==> src/rtl/uart_rx.sv <==
// UART receiver: 8 data bits, mandatory parity, one or two stop bits,
// with a small read-only register window for data and sticky status flags.
module uart_rx (
    input  logic        clk,
    input  logic        reset,
    input  logic        Rx_in,
    input  logic [13:0] baud_divisor,
    input  logic        Rx_en,
    input  logic        Two_stop,
    input  logic        Odd_parity,
    input  logic [31:0] addr,
    input  logic        rd_en,
    output logic [31:0] rdata,
    output logic        rx_valid
);

    typedef enum logic [2:0] {
        IDLE, START, DATA, PARITY, STOP1, STOP2
    } state_t;

    state_t      state_q;
    logic [13:0] cnt_q;
    logic [2:0]  idx_q;
    logic [7:0]  shift_q;
    logic        perr_q;
    logic        ferr_q;

    logic        rx_s1_q, rx_s2_q, rx_prev_q;
    logic [7:0]  data_q,     data_d;
    logic        rx_valid_q, rx_valid_d;
    logic        parity_err_q, parity_err_d;
    logic        frame_err_q,  frame_err_d;
    logic        overrun_q,    overrun_d;
    logic [31:0] rdata_q,    rdata_d;

    logic [13:0] div_eff;
    logic [13:0] half_cnt;
    logic        tick;
    logic        fall;
    logic        complete;
    logic        ferr_now;
    logic        data_rd;
    logic        stat_rd;
    logic        unused_addr;

    assign div_eff     = (baud_divisor < 14'd2) ? 14'd2 : baud_divisor;
    assign half_cnt    = div_eff >> 1;
    assign tick        = (cnt_q == div_eff - 14'd1);
    assign fall        = rx_prev_q & ~rx_s2_q;
    assign complete    = Rx_en & tick &
                         (((state_q == STOP1) & ~Two_stop) | (state_q == STOP2));
    // A low line on either stop bit marks the frame; STOP1's result is carried in ferr_q.
    assign ferr_now    = ((state_q == STOP2) & ferr_q) | ~rx_s2_q;
    assign data_rd     = rd_en & (addr[3:2] == 2'd0);
    assign stat_rd     = rd_en & (addr[3:2] == 2'd1);
    assign unused_addr = ^{addr[31:4], addr[1:0]};

    always_ff @(posedge clk or posedge reset) begin
        if (reset) begin
            rx_s1_q   <= 1'b1;
            rx_s2_q   <= 1'b1;
            rx_prev_q <= 1'b1;
        end else begin
            rx_s1_q   <= Rx_in;
            rx_s2_q   <= rx_s1_q;
            rx_prev_q <= rx_s2_q;
        end
    end

    always_ff @(posedge clk or posedge reset) begin
        if (reset) begin
            state_q <= IDLE;
            cnt_q   <= '0;
            idx_q   <= '0;
            shift_q <= '0;
            perr_q  <= 1'b0;
            ferr_q  <= 1'b0;
        end else if (!Rx_en) begin
            state_q <= IDLE;
            cnt_q   <= '0;
        end else begin
            case (state_q)
                IDLE: begin
                    if (fall) begin
                        state_q <= START;
                        cnt_q   <= '0;
                    end
                end
                START: begin
                    if (cnt_q == half_cnt) begin
                        cnt_q <= '0;
                        if (!rx_s2_q) begin
                            state_q <= DATA;
                            idx_q   <= '0;
                            perr_q  <= 1'b0;
                            ferr_q  <= 1'b0;
                        end else begin
                            state_q <= IDLE;
                        end
                    end else begin
                        cnt_q <= cnt_q + 14'd1;
                    end
                end
                DATA: begin
                    if (tick) begin
                        cnt_q   <= '0;
                        shift_q <= {rx_s2_q, shift_q[7:1]};
                        idx_q   <= idx_q + 3'd1;
                        if (idx_q == 3'd7) state_q <= PARITY;
                    end else begin
                        cnt_q <= cnt_q + 14'd1;
                    end
                end
                PARITY: begin
                    if (tick) begin
                        cnt_q   <= '0;
                        perr_q  <= ((^shift_q) ^ rx_s2_q) != Odd_parity;
                        state_q <= STOP1;
                    end else begin
                        cnt_q <= cnt_q + 14'd1;
                    end
                end
                STOP1: begin
                    if (tick) begin
                        cnt_q   <= '0;
                        ferr_q  <= ~rx_s2_q;
                        state_q <= Two_stop ? STOP2 : IDLE;
                    end else begin
                        cnt_q <= cnt_q + 14'd1;
                    end
                end
                STOP2: begin
                    if (tick) begin
                        cnt_q   <= '0;
                        state_q <= IDLE;
                    end else begin
                        cnt_q <= cnt_q + 14'd1;
                    end
                end
                default: state_q <= IDLE;
            endcase
        end
    end

    always_comb begin
        data_d       = data_q;
        rx_valid_d   = rx_valid_q;
        parity_err_d = parity_err_q;
        frame_err_d  = frame_err_q;
        overrun_d    = overrun_q;
        rdata_d      = rdata_q;

        if (rd_en) begin
            case (addr[3:2])
                2'd0:    rdata_d = {24'b0, data_q};
                2'd1:    rdata_d = {28'b0, overrun_q, frame_err_q, parity_err_q, rx_valid_q};
                default: rdata_d = '0;
            endcase
        end
        if (data_rd) rx_valid_d = 1'b0;
        if (stat_rd) begin
            parity_err_d = 1'b0;
            frame_err_d  = 1'b0;
            overrun_d    = 1'b0;
        end
        // Completion is applied last so a same-cycle frame beats the read's clears.
        if (complete) begin
            data_d     = shift_q;
            rx_valid_d = 1'b1;
            if (perr_q)               parity_err_d = 1'b1;
            if (ferr_now)             frame_err_d  = 1'b1;
            if (rx_valid_q && !data_rd) overrun_d  = 1'b1;
        end
    end

    always_ff @(posedge clk or posedge reset) begin
        if (reset) begin
            data_q       <= '0;
            rx_valid_q   <= 1'b0;
            parity_err_q <= 1'b0;
            frame_err_q  <= 1'b0;
            overrun_q    <= 1'b0;
            rdata_q      <= '0;
        end else begin
            data_q       <= data_d;
            rx_valid_q   <= rx_valid_d;
            parity_err_q <= parity_err_d;
            frame_err_q  <= frame_err_d;
            overrun_q    <= overrun_d;
            rdata_q      <= rdata_d;
        end
    end

    assign rdata    = rdata_q;
    assign rx_valid = rx_valid_q;

endmodule

==> config.mk <==
export PLATFORM = sky130hd
export DESIGN_NAME = uart_rx
export DESIGN_NICKNAME = d
export VERILOG_FILES = /design/src/rtl/uart_rx.sv
export SDC_FILE = /design/constraint.sdc
export NUM_CORES = 1
export LEC_CHECK = 0
export BUFFER_PORTS_ARGS = -buffer_cell sky130_fd_sc_hd__buf_2
export CAP_MARGIN = 25
export CORE_ASPECT_RATIO = 1.25
export CORE_MARGIN = 2
export CORE_UTILIZATION = 54
export DETAILED_ROUTE_END_ITERATION = 7
export HOLD_SLACK_MARGIN = 0.1
export PLACE_DENSITY = 0.81
export SETUP_SLACK_MARGIN = 0.5
export SLEW_MARGIN = 20
export SYNTH_ARGS = -nofsm -noshare
export SYNTH_HDL_FRONTEND = slang
export SYNTH_SLANG_ARGS = --single-unit
==> constraint.sdc <==
create_clock -name clk -period 3.41 [get_ports clk]
set_clock_uncertainty 0.2 [all_clocks]
set_input_delay 0.8525 -clock clk [delete_from_list [all_inputs] [get_ports clk]]
set_output_delay 0.8525 -clock clk [all_outputs]
set_load 0.05 [all_outputs]
==> flow_metrics.py, run 1 <==
metrics = {
    "sta": {
        "hold_slack_ns": 0.165,
        "worstMarginPinSlew_ns": 0.759,
        "period_share": 1.23,
        "finalHoldViolations": 0,
        "setup_slack_ns": -0.775,
        "period_needed_ns": 4.19,
        "setup_viol": 42,
        "slew_headroom": 0.493,
        "grt_setup_unrepaired": "yes",
        "fmax_mhz": 239,
        "drv_slew": 0,
    },
    "final_layout": {
        "fin_area_mm2": 0.00432,
        "fin_util": 0.692,
        "n_antenna_cell": 0,
        "fin_cells": 520,
        "area_growth_pct": 22.4,
        "final_nets": 492,
        "drive_gt1_frac": 0.338,
    },
    "worst_setup_path": {
        "path_cells": "buf_6, or4_4, o41ai_4, ha_2, or4b_4, nor4_4, a2bb2oi_2, nor4_2, o2111ai_2, buf_6, nor2_4, mux2_2",
        "endpoint_kind": "flip-flop",
        "ff2ff_path_depth": 8,
        "worst-path-stages": 12,
        "rr_endpoint": "shift_q[6]$_DFFE_PP0P_",
        "critPathBufInv": 2,
        "cp.required_ns": 3.41,
        "setup.worst_path.start": "baud_divisor[13]",
        "critPathMaxStageDelay_ns": 0.54,
        "r2r_start": "cnt_q[10]$_DFFE_PP0P_",
        "critical_path_class": "primary input to flip-flop",
        "cp_max_fo": 8,
        "endpoint": "shift_q[6]$_DFFE_PP0P_",
        "crit_top_cell": "buf_6",
        "r2r_slack_ns": 0.57,
        "cpMaxStageDelayCell": "or4_4",
        "startpoint_type": "primary input",
        "cpLargestDelayFamily": "simple AND/OR/NAND/NOR gates",
        "arrival_ns": 4.18,
    },
    "synthesis": {
        "synth.distinct_cells": 62,
        "synthesis.area_mm2": 0.00353,
        "netlist_instances": 374,
        "synth-edff-count": 0,
        "ys_async_sr_fraction": 1.00,
        "yosysTopAreaCell": "dfrtp_1",
        "ys_seq_elements": 53,
        "yosys_warnings": 0,
        "synth_ff_type": "dfrtp_1",
        "synth_top_area_frac": 0.355,
        "synth_area_per_cell_um2": 9.43,
        "yosysSeqAreaShare": 0.377,
        "synthTopCellsByArea": "dfrtp_1 (35%), xnor2_1 (6.2%), buf_4 (5.3%)",
    },
    "place": {
        "dp_cells": 503,
        "place_area_mm2": 0.00392,
        "port_buffers": 31,
        "place_hpwl_mm": 5.95,
        "gp_congestion": 0.864,
    },
    "clock_network": {
        "cts_hold_buf": 0,
        "cts.sinks": 53,
        "h-tree-depth": 2,
        "cts_inserted_buffers": 5,
        "clock_latency_ns": 0.30,
        "cts_buffer_depth": 2,
        "path_clk_slew_ns": 0.09,
        "cts_tree": "done",
        "cts_root_buf": "clkbuf_8",
    },
    "global_routing": {
        "grt_pass1_wl_mm": 13.5,
        "grt_max_degree": 37,
        "grt_pass1_vias": 2907,
        "grt_use_total": 0.234,
        "grt-ovfl-total": 0,
        "antenna_found_initial": 0,
    },
    "min_path": {
        "min_delay_path_depth": 0,
        "holdCritPathClass": "flip-flop to flip-flop",
    },
    "power_and_ir_drop": {
        "p_seq_frac": 0.491,
        "pwr-share-comb": 0.203,
        "power_density_mw_per_mm2": 309,
        "power_w": 0.00134,
        "ir_drop_v": 0.000414,
        "swShare": 0.292,
        "p_int_w": 0.000946,
        "p_switching_w": 0.000390,
        "p_leak_nw": 1.90,
        "clkPwrFrac": 0.306,
    },
    "run_status": {
        "status": "finished with violations",
        "violations": "setup timing",
    },
    "drt": {
        "routed_via_density": 5.63,
        "drc": 0,
        "drt_iter0_drc": 106,
        "antenna_left": 0,
        "drt-total-wl_mm": 8.57,
        "wire_per_inst_um": 16.5,
        "dr.pass1.iters": 5,
        "via_count": 2928,
    },
    "floorplan": {
        "initial_utilization": 0.565,
        "die-height_um": 94.4,
        "fp.coreArea_mm2": 0.00625,
        "dieArea_mm2": 0.00720,
        "ioPinCount": 86,
        "die_w_um": 76.3,
        "rows": 32,
    },
    "run": {
        "timing.max_cap.violations": 0,
    },
}
==> cell families after synthesis <==
family / after synthesis / share of synthesized area
buffers and inverters: 62 / 0.0986
other: 1 / 0.00106
and+or+nand+nor: 124 / 0.198
DFF: 53 / 0.377
adders and majority gates: 4 / 0.0142
AOI/OAI and AO/OA: 66 / 0.139
muxes: 22 / 0.0684
xor gates and xnor gates: 42 / 0.104
==> cell type report <==
class	instances	area (um^2)
clock buffer	5	68.8
clock inverter	2	35.0
fill	479	1930
inverter	15	58.8
multi-input combinational	283	2180
sequential	53	1330
tap	85	106
timing repair buffer	77	543
==> cells in the mapped netlist, types with 4 or more instances <==
cell and count:
dfrtp_1 50, nand2_1 29, buf_4 25, nand3_1 25, xnor2_1 25, xor2_1 17, clkbuf_1 14, inv_1 14
o21ai_0 13, mux2_2 12, nor2_1 12, a21oi_1 9, nor4_1 9, nand2b_1 8, o211ai_1 6, and3_1 5
mux2_1 5, mux2i_1 5, nand4_1 5, nor2b_1 5, nor3_1 5, o22ai_1 5, a211o_1 4, a22o_1 4
buf_2 4, ha_1 4, or3_1 4
==> sequential cells by signal (all words and copies together), names as in the netlist, 3 cells and up <==
| register | count |
|---|---|
| idx_q | 3 |
| data_q | 8 |
| cnt_q | 14 |
| rdata | 8 |
| shift_q | 8 |
| state_q | 3 |
==> worst register-to-register path: cells and delay by family, from the launching register on <==
family	cells	cell delay, ns
AND/OR/NAND/NOR	3	0.62
flip-flops	1	0.49
XOR/XNOR	1	0.40
AO/OA/AOI/OAI	2	0.45
multiplexers	1	0.37
buffers and inverters	1	0.21
==> worst min path at each step <==
stage | startpoint | endpoint | slack, ns
final | rx_s1_q$_DFF_PP1_ | rx_s2_q$_DFF_PP1_ | 0.16
after global placement | rx_s1_q$_DFF_PP1_ | rx_s2_q$_DFF_PP1_ | 0.15
after floorplan | rx_s1_q$_DFF_PP1_ | rx_s2_q$_DFF_PP1_ | 0.15
after detailed placement | rx_s1_q$_DFF_PP1_ | rx_s2_q$_DFF_PP1_ | 0.15
after global routing | rx_s1_q$_DFF_PP1_ | rx_s2_q$_DFF_PP1_ | 0.17
after CTS | rx_s1_q$_DFF_PP1_ | rx_s2_q$_DFF_PP1_ | 0.16
==> cell usage in the layout, fill, tap and decap left out, types with 4 or more instances in the layout <==
cell type  instances
nand3_2           10
nand4_1            5
nand2b_1           7
o22ai_1            5
or3_1              4
and3_1             5
mux2_4            15
o211ai_1           6
nand3_1           15
o21ai_1            5
a22o_1             4
nor2_1            10
o21ai_0            6
nand2_1           29
nor2b_1            5
o21ai_2            5
xor2_1            17
buf_2             29
clkbuf_8           5
a21oi_1            7
conb_1            24
mux2i_1            5
nor4_1             8
inv_1             13
xnor2_1           25
buf_6              8
a211o_1            4
buf_4             39
dfrtp_1           50
nor3_1             5
==> repair_timing <==
action                     CTS  global route
pin swaps                   10            16
gates resized for setup     28            25
cloned                       1             0
setup endpoints to repair   42            42
buffers inserted             5             4
==> per-stage QoR <==
stage | setup WS [ns] | setup TNS, ns
final | -0.775 | -28.55
after global placement | -0.918 | -35.67
after floorplan | -0.941 | -32.72
after detailed placement | -1.11 | -42.96
after global routing | -0.922 | -34.62
after CTS | -0.703 | -26.17
==> metal layers <==
metal  vias to the layer above  global-route usage  part of all wire
met5                         -                   0                 0
met4                         0              0.0773             0.020
met3                        18              0.0325             0.031
met2                        70               0.454              0.55
met1                      1439               0.265              0.40
li1                       1401                   -                 -
==> power groups by stage <==
| stage | Sequential (W) | Combinational (W) | Clock (W) |
|---|---|---|---|
| 3_5_place_dp | 0.000668 | 0.000250 | 0 |
| 3_3_place_gp | 0.000666 | 0.000242 | 0 |
| 6_report | 0.000656 | 0.000271 | 0.000408 |
| 5_1_grt | 0.000658 | 0.000293 | 0.000437 |
| 2_1_floorplan | 0.000660 | 0.000207 | 0 |
| 4_1_cts | 0.000655 | 0.000260 | 0.000418 |
Note: power is estimated with default switching activity, not from simulation.
==> inputs of run 2 (changes only) <==
==> constraint.sdc (replaced) <==
create_clock -name clk -period 3.41 [get_ports clk]
set_clock_uncertainty 0.2 [all_clocks]
set_input_delay 0.1705 -clock clk [delete_from_list [all_inputs] [get_ports clk]]
set_output_delay 0.1705 -clock clk [all_outputs]
set_load 0.1 [all_outputs]
==> run 2 against run 1 <==
  * The run still ends with setup timing left
  * Die area did not move
  * Final cell count rose by 0.38%
  * Sequential share of layout area rose by 0.071 points
  * Cell area fell by 0.23%
  * Count of clock-buffer cells in the layout did not move
  * Routed wire length fell by 0.21%
  * Sequential cell count did not move
  * Critical path type unchanged
  * Global-route usage rose by 0.34 points
  * Register-to-register slack improved by 0.13 ns
  * Power fell by 0.16%
  * Maximum frequency rose by 22%
  * Core utilization fell by 0.16 points
==> flow_metrics.py, run 2 (synthesis results as in run 1) <==
metrics = {
    "run_status": {
        "status": "finished with violations",
        "violations": "setup timing",
    },
    "final_layout": {
        "largest_reg_flops": 14,
        "drive_gt1_frac": 0.302,
        "n_antenna_cell": 0,
        "final_common_cell": "dfrtp_1",
        "largest-register": "cnt_q",
        "fin_util": 0.690,
        "layout_common_cells": "dfrtp_1 (50), buf_4 (32), nand2_1 (29), buf_2 (29), xnor2_1 (25)",
        "area_growth_pct": 22.2,
        "final_nets": 494,
    },
    "drt": {
        "drt-total-wl_mm": 8.56,
        "drt_iter0_drc": 196,
        "routed_via_density": 5.75,
        "antenna_left": 0,
        "wire_per_inst_um": 16.4,
        "drc": 0,
        "via_count": 3001,
        "dr.pass1.iters": 6,
    },
    "floorplan": {
        "initial_utilization": 0.565,
        "die_w_um": 76.3,
        "rows": 32,
        "fp.coreArea_mm2": 0.00625,
        "die-height_um": 94.4,
        "ioPinCount": 86,
        "dieArea_mm2": 0.00720,
    },
    "sta": {
        "grt_setup_unrepaired": "yes",
        "period_share": 1.00,
        "period_needed_ns": 3.42,
        "drv_slew": 0,
        "fmax_mhz": 292,
        "setup_slack_ns": -0.0102,
        "fin_tns_setup_ns": -0.0188,
        "setup_viol": 2,
        "finalHoldViolations": 0,
    },
    "worst_setup_path": {
        "r2r_slack_ns": 0.70,
        "critical_path_class": "primary input to flip-flop",
        "cp.required_ns": 3.41,
        "endpoint_kind": "flip-flop",
        "path_cells": "buf_6, or4_4, o41ai_4, ha_2, or4b_4, nor4_4, a2bb2oi_2, nor4_2, o2111ai_2, and4bb_4, mux2_2",
        "r2r_start": "cnt_q[5]$_DFFE_PP0P_",
        "critPathMaxStageDelay_ns": 0.54,
        "ff2ff_path_depth": 7,
        "rr_endpoint": "data_q[7]$_DFFE_PP0P_",
        "arrival_ns": 3.42,
        "cp_max_fo": 10,
        "endpoint": "data_q[7]$_DFFE_PP0P_",
        "startpoint_type": "primary input",
        "cpMaxStageDelayCell": "or4_4",
        "setup.worst_path.start": "baud_divisor[1]",
    },
    "global_routing": {
        "grt-ovfl-total": 0,
        "grt_pass1_wl_mm": 13.8,
        "grt_pass1_vias": 2957,
        "grt_use_total": 0.238,
        "antenna_found_initial": 0,
        "grt_max_degree": 37,
    },
    "clock_network": {
        "cts_tree": "done",
        "path_clk_slew_ns": 0.09,
        "clock_latency_ns": 0.31,
        "cts_root_buf": "clkbuf_8",
        "cts.sinks": 53,
        "h-tree-depth": 2,
        "cts_buffer_depth": 2,
        "cts_inserted_buffers": 5,
    },
    "run": {
        "timing.max_cap.violations": 0,
    },
    "place": {
        "gp_congestion": 0.863,
        "port_buffers": 31,
        "place_hpwl_mm": 5.75,
        "place_ws_ns": -0.409,
    },
    "min_path": {
        "holdCritPathClass": "flip-flop to flip-flop",
        "min_delay_path_depth": 0,
    },
    "power_and_ir_drop": {
        "power_density_mw_per_mm2": 309,
        "p_leak_nw": 1.89,
        "ir_drop_v": 0.000266,
    },
}
-- run 2: changes by cell type in the layout (fill, tap and decap cells not counted), moves of 3 or more --
cell / change
mux2_4: -5
o21ai_2: -3
buf_4: -7
dlygate4sd3_1: +8
o21ai_1: +3
mux2_1: +4
-- run 2: worst max-delay path: cells and delay by family --
family,cells,cell delay (ns)
muxes,1,0.36
and+or+nand+nor,5,1.86
AOI/OAI and AO/OA,3,0.69
buffers and inverters,1,0.09
adders and majority gates,1,0.23
-- run 2: area by class of cell --
type,count,area (um^2)
clock buffers,5,68.8
repair buffers,79,596
fillers,469,1940
flip-flops and latches,53,1330
inverters,15,58.8
multi-input cells,283,2130
well taps,85,106
clock inverters,2,16.3
-- run 2: worst min-delay path by stage --
stage | from | slack [ns] | endpoint
finish | rx_s1_q$_DFF_PP1_ | 0.17 | rx_s2_q$_DFF_PP1_
global placement | Rx_in | 0.08 | rx_s1_q$_DFF_PP1_
global route | rx_s1_q$_DFF_PP1_ | 0.17 | rx_s2_q$_DFF_PP1_
detailed placement | reset | -0.02 | cnt_q[11]$_DFFE_PP0P_
CTS | rx_s1_q$_DFF_PP1_ | 0.16 | rx_s2_q$_DFF_PP1_
floorplan | Rx_in | -0.03 | rx_s1_q$_DFF_PP1_
-- run 2: where the power goes --
group	switching [W]	internal (W)	leakage [nW]
Clock	0.000212	0.000142	0.0402
Combinational	0.000233	0.0000921	1.12
Sequential	0.0000149	0.000640	0.729
Total	0.000460	0.000874	1.89
-- run 2: stage by stage --
stage	total power, W	cell area [um^2]	instances	hold WS (ns)
6_report	0.00133	4310	522	0.165
5_1_grt	0.00138	4310	522	0.168
2_1_floorplan	0.000924	3710	397	-0.0250
3_3_place_gp	0.000958	3860	495	0.0759
4_1_cts	0.00133	4240	521	0.164
3_5_place_dp	0.000967	3880	496	-0.0183
-- run 2: what timing repair did --
item	in CTS	in global routing
gates cloned	1	0
resized for setup	27	14
pin swaps	18	12
hold endpoints to repair	68	0
buffers inserted	9	1
setup endpoints to repair	42	42
hold buffers	8	0
-- run 2: per-layer routing --
layer | GRT usage | wire length, um | up-vias
met4 | 0.105 | 317 | 0
met5 | 0 | 0 | -
met2 | 0.441 | 4490 | 112
li1 | - | - | 1405
met3 | 0.0277 | 360 | 29
met1 | 0.278 | 3390 | 1455
